$ cat config.mk
export PLATFORM = sky130hd
export DESIGN_NAME = rr_arbiter_16_flat
export DESIGN_NICKNAME = d
export VERILOG_FILES = /design/src/rtl/rr_arbiter_16_if.sv /design/src/rtl/rr_arbiter_16.sv /design/src/flat_wrapper.sv
export SDC_FILE = /design/constraint.sdc
export NUM_CORES = 1
export LEC_CHECK = 0
export BUFFER_PORTS_ARGS = -buffer_cell sky130_fd_sc_hd__buf_2
export CORE_ASPECT_RATIO = 1.25
export CORE_UTILIZATION = 39
export CTS_BUF_LIST = sky130_fd_sc_hd__clkbuf_2 sky130_fd_sc_hd__clkbuf_4 sky130_fd_sc_hd__clkbuf_8
export CTS_CLUSTER_DIAMETER = 80
export DETAILED_ROUTE_END_ITERATION = 12
export GPL_ROUTABILITY_DRIVEN = 0
export GPL_TIMING_DRIVEN = 0
export PLACE_DENSITY = 0.58
export SYNTH_ARGS = -nofsm -noshare
export SYNTH_HDL_FRONTEND = slang
export SYNTH_SLANG_ARGS = --single-unit
$ cat constraint.sdc
create_clock -name clk -period 6 [get_ports clk]
set_clock_uncertainty 0.05 [all_clocks]
set_input_delay 1.2 -clock clk [delete_from_list [all_inputs] [get_ports clk]]
set_output_delay 1.2 -clock clk [all_outputs]
set_load 0.02 [all_outputs]
$ cat src/rtl/rr_arbiter_16_if.sv
// Requester/downstream bundle for the 16-way round-robin arbiter.
//   req, req_last : per-requester request level and last-beat flag
//   gnt, gnt_idx  : registered one-hot grant and its binary index
//   gnt_valid     : granted requester is presenting a beat
//   gnt_last      : presented beat is the last of its transaction
//   gnt_ready     : downstream accepts the current beat
//   err           : sticky protocol-violation flag
// master = requesters/downstream side, slave = arbiter side.
interface rr_arbiter_16_if #(
  parameter int NREQ = 16,
  parameter int IDW  = 4
);
  logic [NREQ-1:0] req;
  logic [NREQ-1:0] req_last;
  logic [NREQ-1:0] gnt;
  logic [IDW-1:0]  gnt_idx;
  logic            gnt_valid;
  logic            gnt_last;
  logic            gnt_ready;
  logic            err;

  modport master (
    output req, req_last, gnt_ready,
    input  gnt, gnt_idx, gnt_valid, gnt_last, err
  );

  modport slave (
    input  req, req_last, gnt_ready,
    output gnt, gnt_idx, gnt_valid, gnt_last, err
  );
endinterface

$ cat src/rtl/rr_arbiter_16.sv
// Round-robin arbiter sharing one downstream resource among 16 requesters.
// The grant is held for a whole multi-beat transaction and priority rotates
// to the requester after the one just served.
// Ports:
//   clk    : clock, rising edge
//   resetn : asynchronous active-low reset
//   bus    : rr_arbiter_16_if.slave (req/req_last in, gnt/gnt_idx/gnt_valid/
//            gnt_last/err out, gnt_ready in)
module rr_arbiter_16 #(
  parameter int NREQ = 16,
  parameter int IDW  = 4
) (
  input  logic           clk,
  input  logic           resetn,
  rr_arbiter_16_if.slave bus
);

  if (NREQ != 16 || IDW != 4) begin : g_bad_params
    $error("rr_arbiter_16 supports only NREQ=16, IDW=4");
  end

  typedef enum logic {IDLE, BUSY} state_t;

  state_t          state_q, state_d;
  logic [NREQ-1:0] gnt_q, gnt_d;
  logic [IDW-1:0]  idx_q, idx_d;
  logic [IDW-1:0]  ptr, ptr_d;
  logic            err_q, err_d;

  logic            sel_found;
  logic [IDW-1:0]  sel_idx;
  logic [IDW-1:0]  cand;
  logic            gnt_valid;
  logic            gnt_last;
  logic            accept;

  // Circular priority scan: first set request starting at ptr, wrapping
  // naturally through the 4-bit addition.
  always_comb begin
    sel_found = 1'b0;
    sel_idx   = '0;
    cand      = '0;
    for (int unsigned i = 0; i < NREQ; i++) begin
      cand = ptr + IDW'(i);
      if (!sel_found && bus.req[cand]) begin
        sel_found = 1'b1;
        sel_idx   = cand;
      end
    end
  end

  assign gnt_valid = (state_q == BUSY) & bus.req[idx_q];
  assign gnt_last  = gnt_valid & bus.req_last[idx_q];
  assign accept    = gnt_valid & bus.gnt_ready;

  always_comb begin
    state_d = state_q;
    gnt_d   = gnt_q;
    idx_d   = idx_q;
    ptr_d   = ptr;
    err_d   = err_q;
    unique case (state_q)
      IDLE: begin
        gnt_d = '0;
        if (sel_found) begin
          gnt_d[sel_idx] = 1'b1;
          idx_d          = sel_idx;
          state_d        = BUSY;
        end
      end
      BUSY: begin
        // A dropped request while granted abandons the transaction and
        // advances priority exactly as a normal release would.
        if (!bus.req[idx_q]) begin
          err_d   = 1'b1;
          gnt_d   = '0;
          ptr_d   = idx_q + IDW'(1);
          state_d = IDLE;
        end else if (accept && gnt_last) begin
          gnt_d   = '0;
          ptr_d   = idx_q + IDW'(1);
          state_d = IDLE;
        end
      end
      default: state_d = IDLE;
    endcase
  end

  always_ff @(posedge clk or negedge resetn) begin
    if (!resetn) begin
      state_q <= IDLE;
      gnt_q   <= '0;
      idx_q   <= '0;
      ptr     <= '0;
      err_q   <= 1'b0;
    end else begin
      state_q <= state_d;
      gnt_q   <= gnt_d;
      idx_q   <= idx_d;
      ptr     <= ptr_d;
      err_q   <= err_d;
    end
  end

  assign bus.gnt       = gnt_q;
  assign bus.gnt_idx   = idx_q;
  assign bus.gnt_valid = gnt_valid;
  assign bus.gnt_last  = gnt_last;
  assign bus.err       = err_q;

endmodule

$ cat src/flat_wrapper.sv
// flat-port wrapper written by rule: the top's interface ports become plain ports
module rr_arbiter_16_flat 
#(
  parameter int NREQ = 16,
  parameter int IDW  = 4
)
  (clk, resetn, bus_req, bus_req_last, bus_gnt_ready, bus_gnt, bus_gnt_idx, bus_gnt_valid, bus_gnt_last, bus_err);
  rr_arbiter_16_if #(.NREQ(NREQ), .IDW(IDW)) bus_i ();
  input  logic clk;
  input  logic resetn;
  input wire logic [$bits(bus_i.req)-1:0] bus_req;
  input wire logic [$bits(bus_i.req_last)-1:0] bus_req_last;
  input wire logic [$bits(bus_i.gnt_ready)-1:0] bus_gnt_ready;
  output wire logic [$bits(bus_i.gnt)-1:0] bus_gnt;
  output wire logic [$bits(bus_i.gnt_idx)-1:0] bus_gnt_idx;
  output wire logic [$bits(bus_i.gnt_valid)-1:0] bus_gnt_valid;
  output wire logic [$bits(bus_i.gnt_last)-1:0] bus_gnt_last;
  output wire logic [$bits(bus_i.err)-1:0] bus_err;
  assign bus_i.req = bus_req;
  assign bus_i.req_last = bus_req_last;
  assign bus_i.gnt_ready = bus_gnt_ready;
  assign bus_gnt = bus_i.gnt;
  assign bus_gnt_idx = bus_i.gnt_idx;
  assign bus_gnt_valid = bus_i.gnt_valid;
  assign bus_gnt_last = bus_i.gnt_last;
  assign bus_err = bus_i.err;
  rr_arbiter_16 #(.NREQ(NREQ), .IDW(IDW)) u_core (.clk(clk), .resetn(resetn), .bus(bus_i));
endmodule
==> results of run 1 <==
[final timing paths]
check                                           to  slack, ns  cells past startpoint
worst max-delay path             u_core.bus.gnt[6]       0.57                     16
worst min-delay path                u_core.bus.err       0.43                      1
worst max register to register   u_core.bus.gnt[6]       0.57                     16
worst min register to register      u_core.bus.err       0.43                      1
max in group asynchronous        u_core.bus.gnt[4]       4.65                      1
min in group asynchronous       u_core.bus.gnt[14]       0.86                      1
[cell usage after synthesis (3+ instances only)]
cell	number
a22oi_1	7
nor3_1	6
xnor2_1	9
nor2_1	22
o211a_1	3
a21oi_1	19
inv_1	10
nand2_1	45
o211ai_1	3
xor2_1	3
clkbuf_1	14
a221o_1	3
o31ai_2	4
mux2i_1	18
o21bai_1	3
mux4_2	38
dfrtp_1	26
or3_1	3
o31a_1	3
buf_1	3
mux2_2	13
and2_1	3
and3_1	4
ha_1	8
nand2b_1	3
nand4_1	3
nand3_1	17
o21ai_0	9
buf_2	5
o31ai_1	10
a32o_1	8
nor4_1	3
o22ai_1	6
mux2_1	7
buf_6	4
a211oi_1	5
[metrics by stage]
stage / util / area, um^2 / setup TNS (ns)
detailed placement: 0.455 / 4220 / -11.27
floorplan: - / 3780 / 0
global route: 0.464 / 4300 / 0
CTS: 0.462 / 4280 / 0
global placement: 0.455 / 4220 / -11.53
finish: 0.464 / 4300 / 0
[cell families (layout without fill, tap and decap cells)]
kind of cell               Yosys count  count (layout)  synth area share
AOI/OAI and AO/OA                  110             110             0.225
adders and majority gates            8               8            0.0265
and+or+nand+nor                    122             122             0.162
DFF                                 26              26             0.172
xor gates and xnor gates            12              12            0.0278
muxes                               77              77             0.340
buffers and inverters               37              97            0.0463
[worst register-to-register path: stages (launching register included)]
cell and delay (ns):
dfrtp_1 0.41, clkbuf_2 0.27, clkbuf_4 0.38, inv_1 0.20, ha_1 0.34, buf_6 0.14, buf_6 0.16, mux2_1 0.32
mux4_2 0.57, mux2_2 0.38, or4_4 0.48, or4_1 0.47, buf_6 0.17, a221o_1 0.28, a22oi_2 0.15, nand2_1 0.25
a32o_1 0.30
[routing by layer]
metal,vias up,GRT usage,part of all wire
li1,1700,-,-
met5,-,0,0
met2,238,0.428,0.49
met1,1881,0.325,0.40
met3,48,0.0169,0.069
met4,0,0.0871,0.038
[cell type report]
| class | instances | area [um^2] |
|---|---|---|
| Timing Repair Buffer | 57 | 285 |
| Fill cell | 913 | 4970 |
| Sequential cell | 26 | 651 |
| Clock buffer | 4 | 55.1 |
| Buffer | 25 | 135 |
| Tap cell | 123 | 154 |
| Inverter | 11 | 41.3 |
| Multi-Input combinational cell | 329 | 2980 |
[registers in the layout, summed over array words and instances, names as in the netlist]
| name | count |
|---|---|
| u_core.state_q | 1 |
| u_core.bus.err | 1 |
| u_core.bus.gnt | 16 |
| u_core.ptr | 4 |
| u_core.bus.gnt_idx | 4 |
[repair_timing]
| action | in CTS | in global routing |
|---|---|---|
| buffers inserted | 0 | 0 |
| endpoints found under the setup margin | 21 | 18 |
| resized for setup | 2 | 7 |
| hold buffers | 0 | 0 |
==> impl_metrics.csv, run 1 <==
group,metric,value,unit
sta,slew_viol_final,0,
setup_path,path_class,"flop to flop",
cts,clock-root-buffer,"clkbuf_8",
sta,hold_viol_final,0,
finish,final_cell_mix,"buf_2, nand2_1, mux4_2",
finish,area_delta_synth_final,13.7,%
synthesis,synthesis.nets,435,
route,wl_per_cell,21.6,um
sta,fin_hold_ws,0.432,ns
synthesis,synth_cells,392,
global_routing,grt_pass1_wl,20100,um
synthesis,synth_flop_cell,"dfrtp_1",
setup_path,r2r_start,"u_core.ptr[1]",
placement,port_buffers,57,
synthesis,synth_top_area_share,0.226,
synthesis,synth_area_leaders,"mux4_2, dfrtp_1, mux2i_1",
finish,fin_cells,575,
setup_path,crit_required,6.11,ns
cts,clk_pin_slew,0.08,ns
die,core.rowCount,39,
setup_path,crit_top_cell,"buf_6",
die,start_util,0.408,
setup_path,arrival,5.54,ns
cts,htree_levels,1,
finish,drive_gt1_frac,0.312,
status,outcome,"complete, no violations",
cts,insertion_delay,0.27,ns
route,dr.pass1.iters,5,
hold_path,worstHoldStart,"u_core.bus.err",
sta,period_minus_slack,5.43,ns
cts,cts_buffer_depth,2,
synthesis,synthDistinctLibCells,70,
synthesis,ys.warnings.count,0,
route,via_per_inst,6.73,
sta,post-route-period-util,0.906,
setup_path,end_kind,"flop",
sta,setup_violations,0,
finish,layout_commonest_cell,"buf_2",
route,drt_drc_violations_left,0,
synthesis,seq_area_frac_synth,0.172,
global_routing,grt_pass1_vias,3757,
setup_path,critPathMaxFanout,19,
die,die_x,90.1,um
setup_path,path_delay_family,"buffers and inverters",
synthesis,syn-cell-area,3780,um^2
setup_path,worst_path_largest_cell_delay,0.57,ns
synthesis,ys_async_sr_fraction,1.00,
placement,hpwl,9530,um
route,dr_total_vias,3867,
route,drt-total-wl,12400,um
cts,cts.sinks,26,
setup_path,crit_start,"u_core.ptr[1]",
die,core,9270,um^2
global_routing,grt.overflow.total,0,
synthesis,avgSynthCellArea,9.65,um^2
die,die_y,112,um
sta,relSlewSlack,0.208,
route,first_iter_violations,388,
setup_path,start_kind,"flop",
sta,rsz0062_at_grt,"no",
global_routing,grt_usage,0.247,
sta,finalWorstSetupSlack,0.566,ns
placement,dp_cells,572,
finish,finalNetCount,496,
setup_path,crit_buf_inv,6,
synthesis,yosys.area.top_type,"mux4_2",
global_routing,antenna_found_initial,0,
global_routing,grt_max_degree,27,
placement,post-place-ws,-0.625,ns
setup_path,critPathSlowestCell,"mux4_2",
die,die_area,10100,um^2
sta,max_freq,0.184,GHz
synthesis,yosys_register_bits,26,
route,ant_nets,0,
finish,diodes,0,
synthesis,synth-edff-count,0,
die,num_io_pins,58,
cts,numCtsBuffers,3,
job,cap_violations,0,
setup_path,crit_chain,"clkbuf_2, clkbuf_4, inv_1, ha_1, buf_6, buf_6, mux2_1, mux4_2, mux2_2, or4_4, or4_1, buf_6, a221o_1, a22oi_2, nand2_1, a32o_1",
hold_path,holdCritPathClass,"flop to flop",
cts,cts_tree,"yes",
sta,tightestPinTransition,1.19,ns
Power of run 1 is left out: the tool's default activity adds up to more than one toggle a clock period on the data nets, which glitch-free logic cannot reach.
==> run 2: changes to the inputs <==
GPL_TIMING_DRIVEN = not set   (was 0)
TNS_END_PERCENT = 20   (was not set)
==> impl_metrics.csv, run 2 (same netlist as run 1, synthesis figures left out) <==
group,metric,value,unit
setup_path,path_delay_family,"simple AND/OR/NAND/NOR gates",
route,first_iter_violations,245,
cts,insertion_delay,0.27,ns
cts,post_cts_resized,0,
setup_path,start_kind,"flop",
die,die_area,10100,um^2
setup_path,crit_chain,"inv_1, ha_1, mux4_2, mux2_2, a211o_1, or4_4, or4_1, a221o_1, a22oi_2, and2_1, a32o_1",
sta,rsz0062_at_grt,"no",
finish,diodes,0,
route,via_per_inst,6.55,
route,dr_total_vias,3653,
die,core.rowCount,39,
sta,max_freq,0.200,GHz
placement,port_buffers,57,
route,drt-total-wl,11700,um
global_routing,grt_pass1_vias,3541,
route,wl_per_cell,21.0,um
finish,finalNetCount,479,
setup_path,path_class,"flop to flop",
sta,period_minus_slack,5.00,ns
die,start_util,0.408,
sta,tightestPinTransition,0.834,ns
sta,relSlewSlack,0.439,
cts,cts_tree,"yes",
global_routing,grt_usage,0.235,
setup_path,arrival,5.16,ns
sta,post-route-period-util,0.833,
die,core,9270,um^2
global_routing,antenna_found_initial,0,
setup_path,crit_required,6.16,ns
status,outcome,"complete, no violations",
die,num_io_pins,58,
placement,hpwl,8970,um
cts,clk_pin_slew,0.09,ns
finish,drive_gt1_frac,0.310,
die,die_y,112,um
route,ant_nets,0,
hold_path,holdCritPathClass,"flop to flop",
global_routing,grt.overflow.total,0,
finish,area_delta_synth_final,11.6,%
sta,hold_viol_final,0,
cts,htree_levels,1,
setup_path,critPathMaxFanout,17,
global_routing,grt_pass1_wl,19000,um
setup_path,end_kind,"flop",
cts,clock-root-buffer,"clkbuf_8",
job,cap_violations,0,
cts,cts.sinks,26,
route,drt_drc_violations_left,0,
finish,layout_commonest_cell,"buf_2",
cts,postCtsSetupBuffers,0,
global_routing,grt_max_degree,32,
cts,cts_hold_buf,0,
sta,setup_violations,0,
setup_path,r2r_slack,1.0,ns
cts,cts_buffer_depth,2,
route,dr.pass1.iters,4,
setup_path,critPathSlowestCell,"ha_1",
sta,slew_viol_final,0,
finish,final_cell_mix,"buf_2, nand2_1, mux4_2",
setup_path,worst_path_largest_cell_delay,0.80,ns
setup_path,crit_buf_inv,1,
sta,fin_tns_setup,0,ns
die,die_x,90.1,um
cts,numCtsBuffers,3,
finish,largest_register_ffs,16,
-- run 2: changes by cell type in the layout (fill, tap and decap cells not counted), sizes merged --
cell,before,now
buf,69,65
bufinv,0,1
clkbuf,17,3
-- run 2: through the flow --
stage,hold WS (ns),util,instances,cell area (um^2),setup WS [ns]
global placement,0.401,0.448,554,4150,1.05
CTS,0.433,0.455,558,4220,1.03
finish,0.428,0.456,558,4220,1.00
detailed placement,0.403,0.448,554,4150,1.03
global route,0.454,0.456,558,4220,0.736
floorplan,0.532,-,392,3780,0.663
-- run 2: worst paths after layout --
| check | endpoint | startpoint | cells after the start |
|---|---|---|---|
| min in group asynchronous | u_core.bus.gnt[12] | resetn | 1 |
| min reg2reg | u_core.bus.err | u_core.bus.err | 1 |
| max | u_core.bus.gnt[0] | u_core.ptr[0] | 11 |
| max reg2reg | u_core.bus.gnt[0] | u_core.ptr[0] | 11 |
| max in group asynchronous | u_core.bus.gnt_idx[3] | resetn | 1 |
| min | u_core.bus.err | u_core.bus.err | 1 |
-- run 2: cell type report --
type,instances,area [um^2]
multi-input combinational,329,2960
sequential,26,651
fill,900,5050
clock buffer,3,41.3
inverter,11,41.3
timing repair buffer,65,345
tap,123,154
clock inverter,1,30.0
-- run 2: routing by layer --
| layer | track usage | routed length [um] | part of all wire | vias to the layer above |
|---|---|---|---|---|
| met5 | 0 | 0 | 0 | - |
| met4 | 0.113 | 614 | 0.052 | 0 |
| met3 | 0.0217 | 642 | 0.055 | 40 |
| met2 | 0.397 | 5620 | 0.48 | 189 |
| met1 | 0.301 | 4840 | 0.41 | 1759 |
| li1 | - | - | - | 1665 |
Power of run 2 is left out for the same reason.
==> run 3: changes to the inputs <==
PLACE_DENSITY = 0.61   (was 0.58)
clock period = 4.6 ns   (was 6 ns; I/O delays follow)
==> impl_metrics.csv, run 3 (same netlist as run 1, synthesis figures left out) <==
group,metric,value,unit
route,drt-total-wl,11800,um
route,drt_drc_violations_left,0,
setup_path,start_kind,"flop",
hold_path,holdCritPathClass,"flop to flop",
sta,fin_tns_setup,0,ns
finish,finalNetCount,499,
die,die_x,90.1,um
route,wl_per_cell,20.4,um
setup_path,end_kind,"flop",
setup_path,worstRegToRegCells,11,
setup_path,r2r_slack,0.19,ns
setup_path,crit_required,4.74,ns
cts,insertion_delay,0.27,ns
sta,tightestPinTransition,0.702,ns
setup_path,critPathMaxFanout,11,
cts,cts_tree,"yes",
route,dr.pass1.iters,5,
route,highest_layer,"met4",
placement,port_buffers,57,
sta,relSlewSlack,0.532,
placement,hpwl,9190,um
placement,post-place-ws,0.0950,ns
finish,final_cell_mix,"buf_2, nand2_1, mux4_2",
setup_path,crit_buf_inv,1,
sta,period_minus_slack,4.41,ns
global_routing,grt_usage,0.232,
status,outcome,"complete, no violations",
sta,post-route-period-util,0.958,
finish,drive_gt1_frac,0.347,
die,num_io_pins,58,
route,first_iter_violations,333,
finish,post-route-util,0.471,
cts,clk_pin_slew,0.09,ns
finish,area_delta_synth_final,15.4,%
route,via_per_inst,6.58,
sta,slew_viol_final,0,
sta,finalWorstSetupSlack,0.192,ns
route,drt-met1-wl,4720,um
die,start_util,0.408,
setup_path,path_class,"flop to flop",
global_routing,grt_pass1_vias,3669,
die,die_y,112,um
setup_path,critPathSlowestCell,"mux4_2",
setup_path,worst-path-stages,11,
cts,numCtsBuffers,3,
route,met3WireLength,642,um
die,core,9270,um^2
global_routing,grt_max_degree,32,
cts,cts_hold_buf,0,
route,wl_met2,5930,um
cts,htree_levels,1,
route,ant_nets,0,
cts,postCtsSetupBuffers,0,
global_routing,grt_pass1_wl,18900,um
route,dr_total_vias,3805,
cts,cts_buffer_depth,2,
finish,layout_commonest_cell,"buf_2",
setup_path,crit_top_cell,"or4_4",
sta,max_freq,0.227,GHz
finish,diodes,0,
cts,clock-root-buffer,"clkbuf_8",
global_routing,antenna_found_initial,0,
setup_path,path_delay_family,"simple AND/OR/NAND/NOR gates",
cts,cts.sinks,26,
finish,largest_register_ffs,16,
setup_path,arrival,4.54,ns
setup_path,crit_chain,"inv_2, ha_2, mux4_2, mux2_2, a211o_1, or4_4, or4_4, nor4b_4, nor3_2, a211o_4, o31ai_2",
global_routing,grt.overflow.total,0,
setup_path,worst_path_largest_cell_delay,0.59,ns
sta,rsz0062_at_grt,"no",
hold_path,hold_depth,1,
sta,hold_viol_final,0,
die,core.rowCount,39,
sta,setup_violations,0,
job,cap_violations,0,
die,die_area,10100,um^2
[run 3: stage by stage]
stage | area, um^2 | cells | hold slack [ns]
after floorplan | 3830 | 392 | 0.532
after global placement | 4310 | 574 | 0.399
after detailed placement | 4310 | 574 | 0.405
after CTS | 4360 | 578 | 0.424
after global routing | 4370 | 578 | 0.465
final | 4370 | 578 | 0.426
[run 3: repair_timing]
item                                    4_1_cts  5_1_grt
resized for setup                             0        2
hold endpoints to repair                      0        0
endpoints found under the setup margin        0       18
[run 3: area by class of cell]
type	instances	area, um^2
clock buffer	4	55.1
inverter	11	41.3
fill	929	4910
tap	123	154
multi-input combinational	329	2970
sequential	26	651
timing repair buffer	85	495
[run 3: final timing paths]
check | startpoint | end
setup / recovery | u_core.ptr[1] | u_core.bus.gnt[13]
hold / removal | u_core.bus.err | u_core.bus.err
setup reg to reg | u_core.ptr[1] | u_core.bus.gnt[13]
hold reg to reg | u_core.bus.err | u_core.bus.err
max in group asynchronous | resetn | u_core.bus.gnt[12]
min in group asynchronous | resetn | u_core.bus.gnt[11]
[run 3: metal layers]
metal,global-route usage,vias to the layer above
met5,0,-
met4,0.100,0
met3,0.0237,34
met2,0.405,205
met1,0.292,1862
li1,-,1704
[run 3: worst reg2reg max path, stage by stage (launching register included)]
cell,delay (ns)
dfrtp_1,0.37
inv_2,0.07
ha_2,0.49
mux4_2,0.59
mux2_2,0.32
a211o_1,0.33
or4_4,0.56
or4_4,0.52
nor4b_4,0.37
nor3_2,0.13
a211o_4,0.33
o31ai_2,0.19
Power of run 3 is left out for the same reason.
